--- src/rtl/instr_encoder_if.sv ---
// Instruction-field input and byte-stream output bundle for instr_encoder.
// The master is the side that drives fields and consumes bytes; the slave is the encoder.
interface instr_encoder_if;
  logic        in_valid;
  logic [3:0]  icode;
  logic [3:0]  ifun;
  logic [3:0]  rA;
  logic [3:0]  rB;
  logic [63:0] valC;
  logic        in_ready;
  logic        addr_load;
  logic [7:0]  addr_in;
  logic        out_valid;
  logic [7:0]  out_byte;
  logic [7:0]  out_addr;
  logic        out_last;
  logic        out_ready;
  logic        err_invalid;
  logic        err_imem;
  logic        halt_flag;

  modport master (
    output in_valid, icode, ifun, rA, rB, valC, addr_load, addr_in, out_ready,
    input  in_ready, out_valid, out_byte, out_addr, out_last,
           err_invalid, err_imem, halt_flag
  );

  modport slave (
    input  in_valid, icode, ifun, rA, rB, valC, addr_load, addr_in, out_ready,
    output in_ready, out_valid, out_byte, out_addr, out_last,
           err_invalid, err_imem, halt_flag
  );
endinterface

--- src/rtl/instr_encoder.sv ---
// Y86-style instruction encoder: turns instruction fields into a byte stream for instruction memory.
// Optional macro HALT_LOCK_EN: icode 0 sets a sticky halt flag and locks the encoder until reset.
module instr_encoder (
  input  logic            clk,
  input  logic            rst_n,
  instr_encoder_if.slave  bus
);

  typedef enum logic [1:0] {
    IDLE   = 2'd0,
    EMIT   = 2'd1,
    HALTED = 2'd2
  } state_e;

  state_e      state_q, state_d;
  logic [7:0]  addr_q, addr_d;
  logic [79:0] buf_q, buf_d;
  logic [3:0]  cnt_q, cnt_d;
  logic        err_invalid_q, err_invalid_d;
  logic        err_imem_q, err_imem_d;
  logic [3:0]  len;
  logic        idle_ready;

`ifdef HALT_LOCK_EN
  logic        halt_q, halt_d;
  logic        halt_pend_q, halt_pend_d;
`endif

  function automatic logic [3:0] instr_len(input logic [3:0] ic);
    case (ic)
      4'h0, 4'h1, 4'h9:       instr_len = 4'd1;
      4'h2, 4'h6, 4'hA, 4'hB: instr_len = 4'd2;
      4'h7, 4'h8:             instr_len = 4'd9;
      4'h3, 4'h4, 4'h5:       instr_len = 4'd10;
      default:                instr_len = 4'd0;
    endcase
  endfunction

  // Bytes are packed left-justified so the stream is just the top byte of a shifting buffer.
  function automatic logic [79:0] pack(input logic [3:0] l, input logic [3:0] ic,
                                       input logic [3:0] fn, input logic [3:0] ra,
                                       input logic [3:0] rb, input logic [63:0] vc);
    case (l)
      4'd2:    pack = {ic, fn, ra, rb, 64'h0};
      4'd9:    pack = {ic, fn, vc, 8'h00};
      4'd10:   pack = {ic, fn, ra, rb, vc};
      default: pack = {ic, fn, 72'h0};
    endcase
  endfunction

  assign idle_ready = (state_q == IDLE) && !bus.addr_load;
  assign len        = instr_len(bus.icode);

  always_comb begin
    state_d       = state_q;
    addr_d        = addr_q;
    buf_d         = buf_q;
    cnt_d         = cnt_q;
    err_invalid_d = 1'b0;
    err_imem_d    = 1'b0;
`ifdef HALT_LOCK_EN
    halt_d        = halt_q;
    halt_pend_d   = halt_pend_q;
`endif
    case (state_q)
      IDLE: begin
        if (bus.addr_load) begin
          addr_d = bus.addr_in;
        end else if (bus.in_valid) begin
          // Invalid icode takes priority so the two error pulses are mutually exclusive.
          if (len == 4'd0) begin
            err_invalid_d = 1'b1;
          end else if (({1'b0, addr_q} + {5'b0, len}) > 9'd256) begin
            err_imem_d = 1'b1;
          end else begin
            state_d = EMIT;
            buf_d   = pack(len, bus.icode, bus.ifun, bus.rA, bus.rB, bus.valC);
            cnt_d   = len;
`ifdef HALT_LOCK_EN
            halt_pend_d = (bus.icode == 4'h0);
`endif
          end
        end
      end
      EMIT: begin
        if (bus.out_ready) begin
          addr_d = addr_q + 8'd1;
          buf_d  = {buf_q[71:0], 8'h00};
          cnt_d  = cnt_q - 4'd1;
          if (cnt_q == 4'd1) begin
            state_d = IDLE;
`ifdef HALT_LOCK_EN
            if (halt_pend_q) begin
              state_d = HALTED;
              halt_d  = 1'b1;
            end
`endif
          end
        end
      end
      HALTED: begin
        state_d = HALTED;
      end
      default: begin
        state_d = IDLE;
      end
    endcase
  end

  always_ff @(posedge clk or negedge rst_n) begin
    if (!rst_n) begin
      state_q       <= IDLE;
      addr_q        <= '0;
      buf_q         <= '0;
      cnt_q         <= '0;
      err_invalid_q <= 1'b0;
      err_imem_q    <= 1'b0;
`ifdef HALT_LOCK_EN
      halt_q        <= 1'b0;
      halt_pend_q   <= 1'b0;
`endif
    end else begin
      state_q       <= state_d;
      addr_q        <= addr_d;
      buf_q         <= buf_d;
      cnt_q         <= cnt_d;
      err_invalid_q <= err_invalid_d;
      err_imem_q    <= err_imem_d;
`ifdef HALT_LOCK_EN
      halt_q        <= halt_d;
      halt_pend_q   <= halt_pend_d;
`endif
    end
  end

  assign bus.in_ready    = rst_n && idle_ready;
  assign bus.out_valid   = (state_q == EMIT);
  assign bus.out_byte    = buf_q[79:72];
  assign bus.out_addr    = addr_q;
  assign bus.out_last    = (state_q == EMIT) && (cnt_q == 4'd1);
  assign bus.err_invalid = err_invalid_q;
  assign bus.err_imem    = err_imem_q;
`ifdef HALT_LOCK_EN
  assign bus.halt_flag   = halt_q;
`else
  assign bus.halt_flag   = 1'b0;
`endif

endmodule

--- src/flat_wrapper.sv ---
// flat-port wrapper written by rule: the top's interface ports become plain ports
module instr_encoder_flat 
  (clk, rst_n, bus_in_valid, bus_icode, bus_ifun, bus_rA, bus_rB, bus_valC, bus_addr_load, bus_addr_in, bus_out_ready, bus_in_ready, bus_out_valid, bus_out_byte, bus_out_addr, bus_out_last, bus_err_invalid, bus_err_imem, bus_halt_flag);
  instr_encoder_if bus_i ();
  input  logic clk;
  input  logic rst_n;
  input wire logic [$bits(bus_i.in_valid)-1:0] bus_in_valid;
  input wire logic [$bits(bus_i.icode)-1:0] bus_icode;
  input wire logic [$bits(bus_i.ifun)-1:0] bus_ifun;
  input wire logic [$bits(bus_i.rA)-1:0] bus_rA;
  input wire logic [$bits(bus_i.rB)-1:0] bus_rB;
  input wire logic [$bits(bus_i.valC)-1:0] bus_valC;
  input wire logic [$bits(bus_i.addr_load)-1:0] bus_addr_load;
  input wire logic [$bits(bus_i.addr_in)-1:0] bus_addr_in;
  input wire logic [$bits(bus_i.out_ready)-1:0] bus_out_ready;
  output wire logic [$bits(bus_i.in_ready)-1:0] bus_in_ready;
  output wire logic [$bits(bus_i.out_valid)-1:0] bus_out_valid;
  output wire logic [$bits(bus_i.out_byte)-1:0] bus_out_byte;
  output wire logic [$bits(bus_i.out_addr)-1:0] bus_out_addr;
  output wire logic [$bits(bus_i.out_last)-1:0] bus_out_last;
  output wire logic [$bits(bus_i.err_invalid)-1:0] bus_err_invalid;
  output wire logic [$bits(bus_i.err_imem)-1:0] bus_err_imem;
  output wire logic [$bits(bus_i.halt_flag)-1:0] bus_halt_flag;
  assign bus_i.in_valid = bus_in_valid;
  assign bus_i.icode = bus_icode;
  assign bus_i.ifun = bus_ifun;
  assign bus_i.rA = bus_rA;
  assign bus_i.rB = bus_rB;
  assign bus_i.valC = bus_valC;
  assign bus_i.addr_load = bus_addr_load;
  assign bus_i.addr_in = bus_addr_in;
  assign bus_i.out_ready = bus_out_ready;
  assign bus_in_ready = bus_i.in_ready;
  assign bus_out_valid = bus_i.out_valid;
  assign bus_out_byte = bus_i.out_byte;
  assign bus_out_addr = bus_i.out_addr;
  assign bus_out_last = bus_i.out_last;
  assign bus_err_invalid = bus_i.err_invalid;
  assign bus_err_imem = bus_i.err_imem;
  assign bus_halt_flag = bus_i.halt_flag;
  instr_encoder u_core (.clk(clk), .rst_n(rst_n), .bus(bus_i));
endmodule
--- config.mk ---
export PLATFORM = sky130hd
export DESIGN_NAME = instr_encoder_flat
export DESIGN_NICKNAME = d
export VERILOG_FILES = /design/src/rtl/instr_encoder_if.sv /design/src/rtl/instr_encoder.sv /design/src/flat_wrapper.sv
export SDC_FILE = /design/constraint.sdc
export NUM_CORES = 1
export LEC_CHECK = 0
export BUFFER_PORTS_ARGS = -buffer_cell sky130_fd_sc_hd__clkbuf_2
export CORE_MARGIN = 4
export CORE_UTILIZATION = 56
export DETAILED_ROUTE_END_ITERATION = 16
export GPL_TIMING_DRIVEN = 0
export PLACE_DENSITY = 0.78
export REMOVE_ABC_BUFFERS = 1
export SLEW_MARGIN = 25
export SYNTH_ARGS = -nofsm -noshare
export SYNTH_HDL_FRONTEND = slang
export SYNTH_SLANG_ARGS = --single-unit
--- constraint.sdc ---
create_clock -name clk -period 3.3 [get_ports clk]
set_input_delay 0 -clock clk [delete_from_list [all_inputs] [get_ports clk]]
set_output_delay 0 -clock clk [all_outputs]
set_load 0.01 [all_outputs]
Word level (Yosys, flattened, before mapping):

Memories as Yosys holds them, arrays and structs flattened.
Index checks and enable logic that the tools add are counted.

* word-level logic and storage cells: 66
* output and inout port bits: 22
* memories kept: 1
* memory bits (read-only): 48
* register bits: 96

Memory list
* (name not given): words 16, width 3, read ports 1, clocked after Yosys merged registers in 0, write ports 0, RTL line instr_encoder.sv:30 `case (ic)`

* reduce and logical (&&, ||, !) cells: 10
* multiplexer cells: 32
* eq/ne operators: 13
* add/sub/neg operators: 3
* order comparisons: 1

Operators with widths (count)
* 2-to-1 mux 80 bit: 5
* one-hot mux 72 bit (3 select lines): 1
* one-hot mux 80 bit (2 select lines): 1
* 2-to-1 mux 4 bit: 5
* 2-to-1 mux 8 bit: 2
* one-hot mux 8 bit (2 select lines): 1
* 2-to-1 mux 2 bit: 6
* != test 2 bit (second input constant): 6
* AND reduction 6 bit: 2
* adder 8 x 4 -> 9 bit: 1
* > comparator 9 bit (second input constant): 1
* 2-to-1 mux 1 bit: 9
* adder 8 x 1 -> 8 bit (second input constant): 1
* equality test 4 bit (second input constant): 2
* one-hot mux 4 bit (2 select lines): 1
* one-hot mux 2 bit (3 select lines): 1
* equality test 4 x 1 -> 1 bit (second input constant): 1
* equality test 4 x 2 -> 1 bit (second input constant): 1
* zero test 4 bit: 1
* subtractor 4 x 1 -> 4 bit (second input constant): 1
* logical AND 1 bit: 3
* AND reduction 3 bit: 1
* equality test 2 x 1 -> 1 bit (second input constant): 1
* equality test 2 bit (second input constant): 1
* 4 further kinds: 4

Logic depth before layout (Yosys ltp):

An unclocked memory read counts as a cell.

* word-level depth: 8
* mapped depth: 14
* gate-level depth less buffers: 11

Worst setup path after synthesis:

OpenSTA, ideal clock, no wires.

* path kind: in2reg
* start: input bus_icode[1]
* end: register u_core.buf_q[10]
* setup slack: 537 ps
* setup time: 125 ps
* arrival time: 2638 ps
* buffers on the path: 3
* stages: 12
* path through: clkbuf_1 a21o_1 a21oi_1 clkbuf_1 inv_1 fa_1 nand3b_1 a21oi_1 o22ai_4 nor2_8 buf_12 mux2_4

* cells in the longest elaborated chain, start to end: 8
* elaborated cells between the ends (all ways): 16

RTL lines
* from (decl): RTL line flat_wrapper.sv:8 `input wire logic [$bits(bus_i.icode)-1:0] bus_icode;`
* memory read (16 x 3 bit) *
* parallel branches: the longest is 7 deep, another holds adder 8 x 4 -> 9 bit
* to (signal assigned): RTL line instr_encoder.sv:125 `buf_q <= buf_d;`
* to (decl): RTL line instr_encoder.sv:17 `logic [79:0] buf_q, buf_d;`

Mark *: on every way between the ends. The select of a mux whose other input is x is not followed.
A chain may end at the register's enable or synchronous reset.

Worst setup path in the final report:

* start: register u_core.addr_q[0], in the netlist u_core.bus.out_addr[0]
* end: register u_core.buf_q[61]

* cells in the longest elaborated chain, start to end: 4

RTL lines
* from (decl): RTL line instr_encoder.sv:16 `logic [7:0] addr_q, addr_d;`
* from (signal assigned): RTL line instr_encoder.sv:124 `addr_q <= addr_d;`
* adder 8 x 4 -> 9 bit: RTL line instr_encoder.sv:73 `end else if (({1'b0, addr_q} + {5'b0, len}) > 9'd256) begin`
* > comparator 9 bit: RTL line instr_encoder.sv:73
* != test 2 bit (no source line)
* AND reduction 6 bit (no source line)

No other way between the ends.

==> report_table.html <==
<table>
<tr><th>Metric</th><th>Value</th></tr>
<tr><th colspan="2">Critical path</th></tr>
<tr><td>Cell with the largest stage delay on the worst path</td><td>sky130_fd_sc_hd__dfrtp_1</td></tr>
<tr><td>Worst Reg2Reg Path Length in Cells</td><td>10</td></tr>
<tr><td>Cell chain of the critical path</td><td>ha_1, inv_1, fa_1, or3b_2, a32oi_1, and4b_1, nor2_8, buf_12, buf_16, mux2_4</td></tr>
<tr><td>R2r endpoint</td><td>u_core.buf_q[61]$_DFFE_PN0P_</td></tr>
<tr><td>Critical Path RT</td><td>3.55 ns</td></tr>
<tr><td>Start point of the critical path</td><td>u_core.bus.out_addr[0]$_DFFE_PN0P_</td></tr>
<tr><td>Logic depth of the worst setup path including buffers</td><td>10</td></tr>
<tr><td>Startpoint kind of the worst setup timing path</td><td>flip-flop</td></tr>
<tr><td>Crit path largest cell delay</td><td>0.48 ns</td></tr>
<tr><td>Slack of the worst reg-to-reg path</td><td>0.21 ns</td></tr>
<tr><td>Count of buffering cells on the critical path with inverters included</td><td>3</td></tr>
<tr><td>Path type of the worst setup path</td><td>flip-flop to flip-flop</td></tr>
<tr><td>Biggest fanout along the worst timing path</td><td>28</td></tr>
<tr><td>Startpoint of the worst register-to-register path</td><td>u_core.bus.out_addr[0]$_DFFE_PN0P_</td></tr>
<tr><td>Crit. End Element</td><td>flip-flop</td></tr>
<tr><td>Delay-heaviest family, CP</td><td>simple AND/OR/NAND/NOR gates</td></tr>
<tr><td>Last element of the critical path</td><td>u_core.buf_q[61]$_DFFE_PN0P_</td></tr>
<tr><td>Data arrival time of the worst path</td><td>3.34 ns</td></tr>
<tr><th colspan="2">Cells and area</th></tr>
<tr><td>Total Nets Final</td><td>783</td></tr>
<tr><td>Final core utilization</td><td>67.8%</td></tr>
<tr><td>Top library cells by usage in the layout, fill and taps aside</td><td>sky130_fd_sc_hd__nor2_1 (140), sky130_fd_sc_hd__clkbuf_2 (112), sky130_fd_sc_hd__dfrtp_1 (96), sky130_fd_sc_hd__mux2_4 (78), sky130_fd_sc_hd__a221oi_1 (64)</td></tr>
<tr><td>Number of diodes added for antenna fixing</td><td>0</td></tr>
<tr><td>Area Growth Syn to Fin</td><td>17.4%</td></tr>
<tr><td>Fraction of final layout cells with drive strength greater than 1</td><td>34.2%</td></tr>
<tr><td>Total non-filler cell area in the finished layout</td><td>7000 um2</td></tr>
<tr><td>Most common cell after layout, fill and taps aside</td><td>sky130_fd_sc_hd__nor2_1</td></tr>
<tr><td>Non-filler instance count after layout</td><td>824</td></tr>
<tr><th colspan="2">Timing</th></tr>
<tr><td>Hold Worst Slack</td><td>0.0112 ns</td></tr>
<tr><td>Sum Neg Setup Slack</td><td>0 ns</td></tr>
<tr><td>Max-slew headroom</td><td>37.4%</td></tr>
<tr><td>Setup repair after global routing missed its margin</td><td>false</td></tr>
<tr><td>Clock skew after layout</td><td>0.0192 ns</td></tr>
<tr><td>Setup WS post-layout</td><td>0.210 ns</td></tr>
<tr><td>Fin crit period</td><td>3.09 ns</td></tr>
<tr><td>Slew Viols, Final</td><td>0</td></tr>
<tr><td>Least-Margin Pin Slew</td><td>0.939 ns</td></tr>
<tr><td>Maximum frequency from static timing analysis</td><td>324 MHz</td></tr>
<tr><td>Ratio of final minimum period to clock period</td><td>93.6%</td></tr>
<tr><td>Number of hold violations in the final report</td><td>0</td></tr>
<tr><td>Count of endpoints failing setup in the final report</td><td>0</td></tr>
<tr><th colspan="2">Floorplanning</th></tr>
<tr><td>Total die area</td><td>12400 um2</td></tr>
<tr><td>Core region area</td><td>10300 um2</td></tr>
<tr><td>Die boundary width</td><td>111 um</td></tr>
<tr><td>Starting Density</td><td>57.7%</td></tr>
<tr><td>I/O pin count</td><td>115</td></tr>
<tr><td>Std-Cell Rows</td><td>37</td></tr>
<tr><td>Floorplan die height</td><td>111 um</td></tr>
<tr><th colspan="2">Placement</th></tr>
<tr><td>Final Wtd Congestion</td><td>0.791</td></tr>
<tr><td>Post-Place Setup Slack</td><td>-0.358 ns</td></tr>
<tr><td>Post-detailed-placement cell area</td><td>6590 um2</td></tr>
<tr><td>Number of port buffers</td><td>113</td></tr>
<tr><td>Post-Place Cells</td><td>786</td></tr>
<tr><td>Sum of net half-perimeters after detailed placement</td><td>9.03 mm</td></tr>
<tr><th colspan="2">Clock tree</th></tr>
<tr><td>Number of levels in the clock H-tree</td><td>3</td></tr>
<tr><td>Buffer depth of the longest clock path</td><td>2</td></tr>
<tr><td>Cts bufs inserted</td><td>9</td></tr>
<tr><td>Clk sink count</td><td>96</td></tr>
<tr><td>Clock tree from TritonCTS</td><td>yes</td></tr>
<tr><td>Clock network latency to the later pin of the worst-skew pair</td><td>0.37 ns</td></tr>
<tr><td>CTS clk-pin slew, worst paths</td><td>0.12 ns</td></tr>
<tr><td>Root buffer cell</td><td>sky130_fd_sc_hd__clkbuf_8</td></tr>
<tr><th colspan="2">Status</th></tr>
<tr><td>Result of the run</td><td>finished clean</td></tr>
<tr><th colspan="2">Power</th></tr>
<tr><td>Switching share of power</td><td>38.1%</td></tr>
<tr><td>Worst VDD drop</td><td>0.000456 V</td></tr>
<tr><td>Switching power of the nets</td><td>2.29 mW</td></tr>
<tr><td>Logic gate share of total power</td><td>52.8%</td></tr>
<tr><td>Power density relative to cell area</td><td>858 nW/um2</td></tr>
<tr><td>Proportion of power drawn by the clock network</td><td>12.6%</td></tr>
<tr><td>Internal power contribution</td><td>3.72 mW</td></tr>
<tr><td>Static Leakage</td><td>3.46 nW</td></tr>
<tr><td>Sequential group share of total power</td><td>34.6%</td></tr>
<tr><td>Overall power of the completed layout</td><td>6.01 mW</td></tr>
<tr><th colspan="2">Logic synthesis</th></tr>
<tr><td>Count of yosys warnings during synthesis</td><td>0</td></tr>
<tr><td>Sequential share of the synthesized area</td><td>40.3%</td></tr>
<tr><td>Post-synthesis sequential element count</td><td>96</td></tr>
<tr><td>Count of unique library cells instantiated by Yosys</td><td>47</td></tr>
<tr><td>Post-synth top flop</td><td>sky130_fd_sc_hd__dfrtp_1</td></tr>
<tr><td>Post-synthesis async set-or-reset flop share</td><td>100%</td></tr>
<tr><td>Synthesized instance count</td><td>583</td></tr>
<tr><td>Count of flip-flops with a built-in enable after synthesis</td><td>0</td></tr>
<tr><td>Post-synthesis cell area</td><td>5960 um2</td></tr>
<tr><td>Synthesized area divided by synthesized cell count</td><td>10.2 um2</td></tr>
<tr><th colspan="2">Worst hold path</th></tr>
<tr><td>Path class of the lowest-slack min-delay path</td><td>input port to flip-flop</td></tr>
<tr><td>Hold wc startpoint</td><td>bus_valC[2]</td></tr>
<tr><th colspan="2">GRT</th></tr>
<tr><td>Leftover overflow at the end of global routing</td><td>0</td></tr>
<tr><td>Number of antenna violations at the first check in global routing</td><td>0</td></tr>
<tr><td>Number of global-route vias before repair</td><td>4778</td></tr>
<tr><td>GRT Resource Usage Total</td><td>22.4%</td></tr>
<tr><td>Largest net degree at the start of global routing</td><td>68</td></tr>
<tr><td>Global-route wire length before repair</td><td>23.3 mm</td></tr>
<tr><th colspan="2">Routing</th></tr>
<tr><td>DR DRC count</td><td>0</td></tr>
<tr><td>Per-cell routed wire length</td><td>16.8 um</td></tr>
<tr><td>Post-DRT Antenna Nets</td><td>0</td></tr>
<tr><td>Pre-Repair DR Iteration Count</td><td>7</td></tr>
<tr><td>DR iter-0 viols</td><td>438</td></tr>
<tr><td>Total number of vias</td><td>4878</td></tr>
<tr><td>Avg Vias per Cell</td><td>5.92</td></tr>
<tr><td>Routed WL</td><td>13.8 mm</td></tr>
<tr><th colspan="2">Run</th></tr>
<tr><td>Number of violations of the max-capacitance limit</td><td>0</td></tr>
</table>
-- how the worst min path moves through the flow --
stage                                               endpoint  depth (start not counted)
after floorplan                  u_core.buf_q[0]$_DFFE_PN0P_                          0
after global placement    u_core.bus.out_addr[0]$_DFFE_PN0P_                          3
after detailed placement         u_core.buf_q[5]$_DFFE_PN0P_                          1
after CTS                        u_core.buf_q[2]$_DFFE_PN0P_                          3
after global routing             u_core.buf_q[2]$_DFFE_PN0P_                          3
final                            u_core.buf_q[2]$_DFFE_PN0P_                          3
-- metal layers --
metal	vias to the layer above	GRT usage [%]	routed length [um]
met3	16	4.42	774
met5	-	0	0
li1	2281	-	-
met2	171	36.6	6770
met1	2410	30.6	6110
met4	0	5.68	169
-- worst reg2reg max path, stage by stage (launching register included) --
cell and delay, ns:
sky130_fd_sc_hd__dfrtp_1 0.48, sky130_fd_sc_hd__ha_1 0.28, sky130_fd_sc_hd__inv_1 0.09, sky130_fd_sc_hd__fa_1 0.21
sky130_fd_sc_hd__or3b_2 0.45, sky130_fd_sc_hd__a32oi_1 0.22, sky130_fd_sc_hd__and4b_1 0.48, sky130_fd_sc_hd__nor2_8 0.07
sky130_fd_sc_hd__buf_12 0.20, sky130_fd_sc_hd__buf_16 0.20, sky130_fd_sc_hd__mux2_4 0.31
-- state kept, by name (all words and copies together), names as in the netlist --
register                flops
u_core.buf_q               80
u_core.bus.out_addr         8
u_core.cnt_q                4
u_core.state_q              2
u_core.bus.err_imem         1
u_core.bus.err_invalid      1
-- what timing repair did --
action                                  4_1_cts  5_1_grt
endpoints found under the hold margin       113        1
hold buffers                                 18        1
gates resized for setup                       1        0
endpoints found under the setup margin       18       18
pin swaps                                     0        1
setup buffers                                 0        3
-- Yosys cell counts, types with 2 or more instances --
cell type                    n  area share [%]
sky130_fd_sc_hd__nand3b_1    3            0.38
sky130_fd_sc_hd__a221oi_1   64             9.4
sky130_fd_sc_hd__a21o_1      3            0.38
sky130_fd_sc_hd__clkbuf_1   36             2.3
sky130_fd_sc_hd__o211ai_1    2            0.25
sky130_fd_sc_hd__a21oi_1    20             1.7
sky130_fd_sc_hd__nand2_1    42             2.6
sky130_fd_sc_hd__nor2_1    140             8.8
sky130_fd_sc_hd__dfrtp_1    96              40
sky130_fd_sc_hd__buf_1       2            0.13
sky130_fd_sc_hd__buf_4       9             1.1
sky130_fd_sc_hd__mux2_2      3            0.57
sky130_fd_sc_hd__nand3_1     9            0.76
sky130_fd_sc_hd__inv_1       8            0.50
sky130_fd_sc_hd__nand2b_1    6            0.63
sky130_fd_sc_hd__or3b_2      2            0.29
sky130_fd_sc_hd__nor2b_1     2            0.21
sky130_fd_sc_hd__o22ai_1     5            0.52
sky130_fd_sc_hd__mux2_4     78              20
sky130_fd_sc_hd__nor3_1      2            0.17
sky130_fd_sc_hd__buf_12      8             2.7
sky130_fd_sc_hd__ha_1        6             1.3
sky130_fd_sc_hd__o21ai_0     5            0.42
sky130_fd_sc_hd__and3_1      9            0.94
-- power groups by stage --
stage | Combinational [mW] | Sequential, mW | Clock, mW
floorplan | 2.40 | 2.03 | 0
global placement | 3.02 | 2.05 | 0
detailed placement | 3.12 | 2.08 | 0
CTS | 3.16 | 2.07 | 0.768
global route | 3.51 | 2.14 | 0.835
finish | 3.17 | 2.08 | 0.757
-- cells by family after synthesis --
kind of cell               count (synthesis)  share of synthesized area, %
buffers and inverters                     65                          6.99
DFF                                       96                          40.3
adders and majority gates                  7                          1.60
and+or+nand+nor                          223                          16.3
other                                      1                        0.0629
muxes                                     82                          20.4
AOI/OAI and AO/OA                        109                          14.3
-- layout make-up --
cell class / instances / area, um2
fill: 790 / 3330
clock inverter: 7 / 60.1
tap: 136 / 170
timing repair buffer: 146 / 1030
multi-input combinational: 422 / 3180
sequential: 96 / 2400
clock buffer: 9 / 124
inverter: 8 / 32.5
No activity file was read; power rests on OpenSTA's default activity.
